<file path="config.mk">
export PLATFORM = sky130hd
export DESIGN_NAME = rvfi_retire_assembler
export DESIGN_NICKNAME = d
export VERILOG_FILES = /design/src/rtl/rvfi_retire_assembler.sv
export SDC_FILE = /design/constraint.sdc
export NUM_CORES = 2
export LEC_CHECK = 0
export CORE_ASPECT_RATIO = 0.5
export CORE_MARGIN = 4
export CORE_UTILIZATION = 60
export DETAILED_ROUTE_END_ITERATION = 12
export MAX_ROUTING_LAYER = met4
export PLACE_DENSITY_LB_ADDON = 0.25
export REMOVE_ABC_BUFFERS = 1
export SLEW_MARGIN = 15
export SYNTH_ARGS = -nofsm -noshare
export SYNTH_HDL_FRONTEND = slang
export SYNTH_SLANG_ARGS = --single-unit
</file>
<file path="constraint.sdc">
create_clock -name clk_i -period 18.1 [get_ports clk_i]
set_input_delay 5.43 -clock clk_i [delete_from_list [all_inputs] [get_ports clk_i]]
set_output_delay 5.43 -clock clk_i [all_outputs]
set_load 0.01 [all_outputs]
</file>
<file path="src/rtl/rvfi_retire_assembler.sv">
// rvfi_retire_assembler
//
// Assembles in-order RVFI retirement packets from core-side retire probes.
// Retired instructions are queued in a circular FIFO. Entries whose rd value
// (and load data) arrive later on the wb_* port stay pending until the oldest
// pending entry is completed. The head entry is emitted as a one-cycle
// rvfi_valid packet as soon as it is no longer pending.
//
// Parameters:
//   DEPTH  number of in-flight retire entries (power of two, 2..16)
//   XLEN   data/address width
//
// Ports:
//   clk_i, rst_ni        clock, synchronous active-low reset
//   ret_*                retire probe (one instruction per cycle, no stall)
//   wb_valid/rd_addr/data late rd writeback, also supplies load data
//   rvfi_*               registered RVFI packet outputs
//   overflow_o           sticky: a retire was dropped because the FIFO was full
//   wb_orphan_o          sticky: a writeback arrived with no pending entry
//   rd_mismatch_o        sticky, only with RVFI_ASM_RD_CHECK_EN defined:
//                        writeback register differs from the entry's rd
//
// Optional feature macro: RVFI_ASM_RD_CHECK_EN
module rvfi_retire_assembler #(
    parameter int unsigned DEPTH = 4,
    parameter int unsigned XLEN  = 32
) (
    input  logic            clk_i,
    input  logic            rst_ni,

    input  logic            ret_valid,
    input  logic [XLEN-1:0] ret_pc,
    input  logic [XLEN-1:0] ret_pc_next,
    input  logic [31:0]     ret_insn,
    input  logic [4:0]      ret_rs1_addr,
    input  logic [4:0]      ret_rs2_addr,
    input  logic [XLEN-1:0] ret_rs1_rdata,
    input  logic [XLEN-1:0] ret_rs2_rdata,
    input  logic [4:0]      ret_rd_addr,
    input  logic [XLEN-1:0] ret_rd_wdata,
    input  logic            ret_wb_pending,
    input  logic [XLEN-1:0] ret_mem_addr,
    input  logic [3:0]      ret_mem_rmask,
    input  logic [3:0]      ret_mem_wmask,
    input  logic [XLEN-1:0] ret_mem_wdata,

    input  logic            wb_valid,
    input  logic [4:0]      wb_rd_addr,
    input  logic [XLEN-1:0] wb_data,

    output logic            rvfi_valid,
    output logic [63:0]     rvfi_order,
    output logic [31:0]     rvfi_insn,
    output logic [XLEN-1:0] rvfi_pc_rdata,
    output logic [XLEN-1:0] rvfi_pc_wdata,
    output logic [4:0]      rvfi_rs1_addr,
    output logic [4:0]      rvfi_rs2_addr,
    output logic [XLEN-1:0] rvfi_rs1_rdata,
    output logic [XLEN-1:0] rvfi_rs2_rdata,
    output logic [4:0]      rvfi_rd_addr,
    output logic [XLEN-1:0] rvfi_rd_wdata,
    output logic [XLEN-1:0] rvfi_mem_addr,
    output logic [3:0]      rvfi_mem_rmask,
    output logic [3:0]      rvfi_mem_wmask,
    output logic [XLEN-1:0] rvfi_mem_rdata,
    output logic [XLEN-1:0] rvfi_mem_wdata,

    output logic            overflow_o,
`ifdef RVFI_ASM_RD_CHECK_EN
    output logic            rd_mismatch_o,
`endif
    output logic            wb_orphan_o
);

    localparam int unsigned AW = (DEPTH > 1) ? $clog2(DEPTH) : 1;
    localparam int unsigned CW = $clog2(DEPTH + 1);

    typedef struct packed {
        logic [XLEN-1:0] pc;
        logic [XLEN-1:0] pc_next;
        logic [31:0]     insn;
        logic [4:0]      rs1_addr;
        logic [4:0]      rs2_addr;
        logic [XLEN-1:0] rs1_rdata;
        logic [XLEN-1:0] rs2_rdata;
        logic [4:0]      rd_addr;
        logic [XLEN-1:0] rd_wdata;
        logic [XLEN-1:0] mem_addr;
        logic [3:0]      mem_rmask;
        logic [3:0]      mem_wmask;
        logic [XLEN-1:0] mem_rdata;
        logic [XLEN-1:0] mem_wdata;
    } entry_t;

    entry_t          mem [DEPTH];
    logic [DEPTH-1:0] pend;
    logic [AW-1:0]   head;
    logic [AW-1:0]   tail;
    logic [CW-1:0]   count;
    logic [63:0]     order_cnt;

    logic            full;
    logic            pop;
    logic            push;
    logic            drop;
    logic            pend_found;
    logic [AW-1:0]   pend_idx;
    logic            wb_at_push;
    logic            wb_orphan;
    entry_t          new_ent;

    // Control: pop decisions use registered state only, so a writeback at
    // edge M makes its entry visible on rvfi_* one edge later.
    always_comb begin
        full       = (count == CW'(DEPTH));
        pop        = (count != '0) && !pend[head];
        // A pop in the same cycle frees the head slot, so a full FIFO can
        // still accept the incoming retire.
        push       = ret_valid && (!full || pop);
        drop       = ret_valid && full && !pop;

        // Oldest pending entry, searched from head within the live range.
        pend_found = 1'b0;
        pend_idx   = '0;
        for (int unsigned i = 0; i < DEPTH; i++) begin
            if (!pend_found && (CW'(i) < count) && pend[head + AW'(i)]) begin
                pend_found = 1'b1;
                pend_idx   = head + AW'(i);
            end
        end

        wb_at_push = wb_valid && !pend_found && push && ret_wb_pending;
        wb_orphan  = wb_valid && !pend_found && !wb_at_push;
    end

    always_comb begin
        new_ent.pc        = ret_pc;
        new_ent.pc_next   = ret_pc_next;
        new_ent.insn      = ret_insn;
        new_ent.rs1_addr  = ret_rs1_addr;
        new_ent.rs2_addr  = ret_rs2_addr;
        new_ent.rs1_rdata = ret_rs1_rdata;
        new_ent.rs2_rdata = ret_rs2_rdata;
        new_ent.rd_addr   = ret_rd_addr;
        new_ent.rd_wdata  = ret_rd_wdata;
        new_ent.mem_addr  = ret_mem_addr;
        new_ent.mem_rmask = ret_mem_rmask;
        new_ent.mem_wmask = ret_mem_wmask;
        new_ent.mem_rdata = '0;
        new_ent.mem_wdata = ret_mem_wdata;
        if (wb_at_push) begin
            new_ent.rd_wdata = wb_data;
            if (ret_mem_rmask != '0) begin
                new_ent.mem_rdata = wb_data;
            end
        end
    end

    // Entry payload needs no reset: validity is tracked by count/pend.
    // The push slot never collides with the writeback slot: when full and
    // popping, tail equals head, which is non-pending.
    always_ff @(posedge clk_i) begin
        if (push) begin
            mem[tail] <= new_ent;
        end
        if (wb_valid && pend_found) begin
            mem[pend_idx].rd_wdata <= wb_data;
            if (mem[pend_idx].mem_rmask != '0) begin
                mem[pend_idx].mem_rdata <= wb_data;
            end
        end
    end

    always_ff @(posedge clk_i) begin
        if (!rst_ni) begin
            head        <= '0;
            tail        <= '0;
            count       <= '0;
            pend        <= '0;
            overflow_o  <= 1'b0;
            wb_orphan_o <= 1'b0;
        end else begin
            if (push) begin
                pend[tail] <= ret_wb_pending && !wb_at_push;
                tail       <= tail + 1'b1;
            end
            if (wb_valid && pend_found) begin
                pend[pend_idx] <= 1'b0;
            end
            if (pop) begin
                head <= head + 1'b1;
            end
            if (push && !pop) begin
                count <= count + 1'b1;
            end else if (!push && pop) begin
                count <= count - 1'b1;
            end
            if (drop) begin
                overflow_o <= 1'b1;
            end
            if (wb_orphan) begin
                wb_orphan_o <= 1'b1;
            end
        end
    end

    // Packet register: loaded on pop, otherwise holds the last packet.
    always_ff @(posedge clk_i) begin
        if (!rst_ni) begin
            rvfi_valid     <= 1'b0;
            rvfi_order     <= '0;
            order_cnt      <= '0;
            rvfi_insn      <= '0;
            rvfi_pc_rdata  <= '0;
            rvfi_pc_wdata  <= '0;
            rvfi_rs1_addr  <= '0;
            rvfi_rs2_addr  <= '0;
            rvfi_rs1_rdata <= '0;
            rvfi_rs2_rdata <= '0;
            rvfi_rd_addr   <= '0;
            rvfi_rd_wdata  <= '0;
            rvfi_mem_addr  <= '0;
            rvfi_mem_rmask <= '0;
            rvfi_mem_wmask <= '0;
            rvfi_mem_rdata <= '0;
            rvfi_mem_wdata <= '0;
        end else begin
            rvfi_valid <= pop;
            if (pop) begin
                rvfi_order     <= order_cnt;
                order_cnt      <= order_cnt + 64'd1;
                rvfi_insn      <= mem[head].insn;
                rvfi_pc_rdata  <= mem[head].pc;
                rvfi_pc_wdata  <= mem[head].pc_next;
                rvfi_rs1_addr  <= mem[head].rs1_addr;
                rvfi_rs2_addr  <= mem[head].rs2_addr;
                rvfi_rs1_rdata <= mem[head].rs1_rdata;
                rvfi_rs2_rdata <= mem[head].rs2_rdata;
                rvfi_rd_addr   <= mem[head].rd_addr;
                rvfi_rd_wdata  <= (mem[head].rd_addr == 5'd0) ? '0 : mem[head].rd_wdata;
                rvfi_mem_addr  <= mem[head].mem_addr;
                rvfi_mem_rmask <= mem[head].mem_rmask;
                rvfi_mem_wmask <= mem[head].mem_wmask;
                rvfi_mem_rdata <= (mem[head].mem_rmask == '0) ? '0 : mem[head].mem_rdata;
                rvfi_mem_wdata <= mem[head].mem_wdata;
            end
        end
    end

`ifdef RVFI_ASM_RD_CHECK_EN
    logic            wb_check;
    logic [4:0]      wb_exp_rd;
    logic [XLEN-1:0] wb_exp_pc;

    always_comb begin
        wb_check  = wb_valid && (pend_found || wb_at_push);
        wb_exp_rd = pend_found ? mem[pend_idx].rd_addr : ret_rd_addr;
        wb_exp_pc = pend_found ? mem[pend_idx].pc : ret_pc;
    end

    always_ff @(posedge clk_i) begin
        if (!rst_ni) begin
            rd_mismatch_o <= 1'b0;
        end else if (wb_check && (wb_rd_addr != wb_exp_rd)) begin
            rd_mismatch_o <= 1'b1;
            $error("rvfi_retire_assembler: wb rd x%0d does not match entry rd x%0d (pc %h)",
                   wb_rd_addr, wb_exp_rd, wb_exp_pc);
        end
    end
`else
    logic unused_wb_rd;
    assign unused_wb_rd = ^wb_rd_addr;
`endif

endmodule

</file>
## Yosys cells after proc, flatten, opt, wreduce, memory -nomap -nowiden

Memory sizes are Yosys's and may differ from the RTL's. A register that Yosys moved wholly into a read port is not among the register bits.
Cells that the tools add are included.

| word-level totals | value |
|---|---|
| register bits after elaboration | 453 |
| bits in writable memories | 1,244 |
| output and inout bits | 378 |
| word-level logic and storage cells | 123 |
| memories kept | 1 |

Memory list:

| memory | words | bits a word | rd ports | clocked after Yosys merged registers in | write ports | RTL line | text |
|---|---|---|---|---|---|---|---|
| mem | 4 | 311 | 2 | 1 | 2 | 95 | `entry_t mem [DEPTH];` |

| cells by class | value |
|---|---|
| add/subtract/negate cells | 7 |
| $lt $le $gt $ge | 12 |
| equality and inequality tests | 1 |
| mux-type cells | 40 |
| bitwise gates (word level) | 2 |
| reduce and logical (&&, ||, !) cells | 37 |

Operators with widths:

| kind | number |
|---|---|
| $mux 32 | 5 |
| $add 64x1->64 const B | 1 |
| $logic_and 1x1->1 | 21 |
| $lt 2x3->1 const B | 6 |
| $mux 1 | 17 |
| $mux 2 | 6 |
| $mux 4 | 3 |
| $logic_not 1->1 | 9 |
| $bmux 1 s2 | 4 |
| $reduce_bool 4->1 | 2 |
| $lt 1x3->1 const A | 2 |
| $lt 2x3->1 const A | 2 |
| $mux 3 | 2 |
| $logic_not 5->1 | 1 |
| $add 2x1->2 const B | 2 |
| $add 2x2->2 const B | 2 |
| $and 4x4->4 | 1 |
| $bwmux 4 | 1 |
| $demux 1 s2 | 2 |
| $ge 2x1->1 const B | 2 |
| $logic_not 4->1 | 1 |
| $not 4->4 | 1 |
| $add 3x1->3 const B | 1 |
| $eq 3x3->1 const B | 1 |
| 4 further kinds | 4 |

## Logic depth before layout (Yosys ltp)

| depth | value |
|---|---|
| word-level depth | 27 |
| depth in mapped cells | 13 |

## Worst setup path after synthesis

OpenSTA, ideal clock, no wires.

| timing path | value |
|---|---|
| path kind | input to register |
| start point | input ret_valid |
| end point | memory mem[0][32] in the netlist's numbering (enable) |
| arrival time | 11.891 ns |
| path slack | 5.819 ns |
| cell stages on the path | 6 |
| path buffers | 1 |
| path through | inv_1 a31oi_1 clkbuf_1 nand2_1 inv_1 a41o_1 |

RTL lines:

| what | RTL line | text |
|---|---|---|
| start, declared | 31 | `input logic ret_valid,` |
| end, declared | 95 |  |

## Worst setup path after layout

| timing path | value |
|---|---|
| start point | input rst_ni |
| end point | register rvfi_rs2_rdata[6], read port of mem |

RTL lines:

| what | RTL line | text |
|---|---|---|
| start, declared | 29 | `input logic rst_ni,` |
| end, declared | 59 | `output logic [XLEN-1:0] rvfi_rs2_rdata,` |

No word-level cell between the ends.

==> results.toml <==
[critical_path]
slowest_delay_ns = 0.80
crit_fanout = 136
crit_path_end_kind = "register"
path_buf_inv = 6
r2r_cells = 8
reg2reg_from = "head[0]$_SDFFE_PN0P_"
path_common_cell = "buf_4"
cp.required_ns = 18.69
startpoint_type = "primary input"
rrSetupSlack_ns = 12.71
setup.worst_path.start = "rst_ni"
worst-setup-path-type = "primary input to register"
cp.arrival_ns = 9.88
path_cells = "clkdlybuf4s50_1 -> inv_8 -> buf_16 -> buf_4 -> buf_4 -> buf_4 -> a21oi_1"
worstReg2RegEnd = "rvfi_rs2_rdata[21]$_SDFFE_PN0P_"
crit_slowest_cell = "buf_4"
path_delay_family = "buffers and inverters"

[global_route]
grt.overflow.total = 0
grtUsageTotal = 0.2867
grt_pass1_wl_um = 232500
grt_pass1_vias = 38180
grt_max_degree = 200
antenna_found_initial = 39

[logic_synthesis]
syn_area_per_cell_um2 = 15.84
ys_types = 58
synth_ff_type = "edfxtp_1"
synth_edf_count = 1244
async_flop_share = 0
yosysWarningCount = 0
syn-cell-area_mm2 = 0.06375
ys_seq_area_frac = 0.7288
synth_seq_cells = 1699
syn_inst = 4025

[timing]
hold_viol_final = 0
finalSetupViolations = 0
hold_ws_ns = 0.4536
slew_viol_final = 0
finalCriticalPeriod_ns = 9.289
rsz0062_at_grt = "false"
fmax_ghz = 0.1077
final.setup_skew_ns = 0.02750
fin_crit_sh = 0.5132
worst_pin_slew_ns = 1.252
slew_headroom = 0.1590
setup-tns-final_ns = 0

[die]
die-area_mm2 = 0.1118
fp.dieW_um = 469.0
start_util = 0.6060
coreArea_mm2 = 0.1052
fp.dieH_um = 238.5
io_pins = 699
num_rows = 84

[worst_hold_path]
hold_start = "rvfi_mem_addr[0]$_SDFFE_PN0P_"
hold_path_class = "register to register"
hold_end = "rvfi_mem_addr[0]$_SDFFE_PN0P_"
min_path_cells = 2

[routing]
drc = 0
first_iter_violations = 3480
vias_per_cell = 6.028
drt_wl_total_um = 157800
drtAntennaViolNets = 0
drt-wirelength-per-cell_um = 25.32
vias = 37560
drt_pre_antenna_iters = 6

[layout]
finalNetCount = 4988
finalNonFillerCells = 6232
final_util = 0.7304
areaGrowthSynthToFinish_pct = 20.53
layout-drive-gt1-share = 0.1264

[clocking]
cts_tree = "done"
cts.sinks = 1699
cts_resized = 0
path_clk_slew_ns = 0.07
clock_latency_ns = 0.76
root_buffer = "clkbuf_16"
post-cts-setup-buffer-count = 0
cts_buffers = 141
clock_path_buffers = 3
htree_levels = 4
cts_hold_buffers = 0

[placement]
numPortBuffers = 693
dp_hpwl_um = 89800
dpl.cell_count = 5932
place.gp.congestion = 0.8305

[power_and_ir_drop]
total_power_mw = 11.06
power.density_mw_per_mm2 = 143.9
p_leak_nw = 25.21
ir_worst_vdd_v = 0.0001180

[run_status]
status = "finished clean"

[job]
drv_cap = 0
==> cells in the mapped netlist (3+ instances only) <==
library cell,instances,area share
ha_1,10,0.0020
buf_1,43,0.0025
mux2i_1,3,0.00047
nand2b_1,35,0.0034
a22oi_1,33,0.0039
nand3_1,31,0.0024
and3_1,15,0.0015
and2_1,39,0.0038
a22o_1,132,0.018
mux2_2,4,0.00071
mux4_2,313,0.11
o21a_1,3,0.00035
o21ai_0,12,0.00094
buf_2,17,0.0013
xnor2_1,15,0.0021
nand2_1,693,0.041
xor2_1,47,0.0065
buf_6,3,0.00053
dfxtp_1,455,0.14
edfxtp_1,1244,0.59
nor2b_1,68,0.0067
nor3_1,5,0.00039
nor2_1,108,0.0064
and4_1,8,0.0011
a21oi_1,361,0.028
a211oi_1,6,0.00071
nand4_1,23,0.0023
a21boi_0,32,0.0038
inv_1,22,0.0013
nor4b_1,3,0.00041
clkbuf_1,193,0.011
nor4_1,7,0.00069
or3_1,8,0.00079
==> routing by layer <==
metal | part of all wire | track usage | up-vias
li1 | - | - | 16530
met1 | 0.36 | 0.3398 | 19200
met2 | 0.53 | 0.4858 | 1440
met3 | 0.058 | 0.04125 | 395
met4 | 0.053 | 0.1442 | 0
met5 | 0 | - | -
==> registers in the layout, indices dropped and copies added, names as in the netlist, 32 cells and up, named ones only <==
signal and cells:
rvfi_rd_wdata 32, rvfi_mem_addr 32, rvfi_mem_rdata 32, rvfi_mem_wdata 32, order_cnt 64, mem 1244, rvfi_insn 32, rvfi_order 64
rvfi_rs2_rdata 32, rvfi_pc_rdata 32, rvfi_rs1_rdata 32, rvfi_pc_wdata 32
==> power breakdown <==
| part | switching, mW | internal [mW] |
|---|---|---|
| Clock | 1.36 | 1.72 |
| Combinational | 1.67 | 1.36 |
| Sequential | 0.273 | 4.67 |
==> stage by stage <==
stage | cell area, µm² | worst slack, ns
6_report | 76840 | 8.811
4_1_cts | 76710 | 8.888
2_1_floorplan | 62750 | -11.26
3_5_place_dp | 72080 | 8.123
5_1_grt | 76840 | 8.662
3_3_place_gp | 72080 | 8.177
==> tightest hold or removal path, stage by stage (launching register included) <==
cell     delay [ns]
dfxtp_1        0.31
nand2_1        0.05
a21oi_1        0.05
==> logic make-up (layout without fill, tap and decap cells) <==
| kind of cell | count (synthesis) | in the layout | synth area share |
|---|---|---|---|
| xor gates and xnor gates | 62 | 62 | 0.008518 |
| DFF | 1699 | 1699 | 0.7288 |
| buffers and inverters | 279 | 1024 | 0.01711 |
| and+or+nand+nor | 1053 | 1053 | 0.07234 |
| muxes | 321 | 321 | 0.1122 |
| adders and majority gates | 10 | 10 | 0.001963 |
| AOI/OAI and AO/OA | 601 | 601 | 0.05906 |
| other | 0 | 43 | 0 |
==> cell type report <==
| cell class | instances | area [µm²] |
|---|---|---|
| clock buffer | 207 | 4096 |
| timing repair buffer | 745 | 7410 |
| fill | 6365 | 28360 |
| inverter | 23 | 131.4 |
| tap | 1419 | 1775 |
| clock inverter | 49 | 525.5 |
| sequential | 1699 | 46470 |
| multi-input combinational | 2047 | 16320 |
| antenna | 43 | 107.6 |
==> cell usage in the layout (no fill, tap or decap), drive strengths merged, types with 68 or more instances in the layout <==
| cell | n |
|---|---|
| edfxtp | 1244 |
| nand2 | 694 |
| clkdlybuf4s50 | 693 |
| dfxtp | 455 |
| a21oi | 361 |
| mux4 | 314 |
| clkbuf | 207 |
| a22o | 132 |
| nor2 | 108 |
| nor2b | 68 |
==> how the worst max path moves through the flow <==
stage,cells after the start,slack (ns),endpoint
2_1_floorplan,6,-11.26,rvfi_rd_wdata[0]$_SDFFE_PN0P_
3_3_place_gp,6,8.18,rvfi_rs1_addr[2]$_SDFFE_PN0P_
3_5_place_dp,6,8.12,rvfi_mem_wdata[7]$_SDFFE_PN0P_
4_1_cts,6,8.89,rvfi_rs2_rdata[6]$_SDFFE_PN0P_
5_1_grt,7,8.66,rvfi_rs2_rdata[6]$_SDFFE_PN0P_
6_report,7,8.81,rvfi_rs2_rdata[6]$_SDFFE_PN0P_
Note: power is estimated with default switching activity, not from simulation.
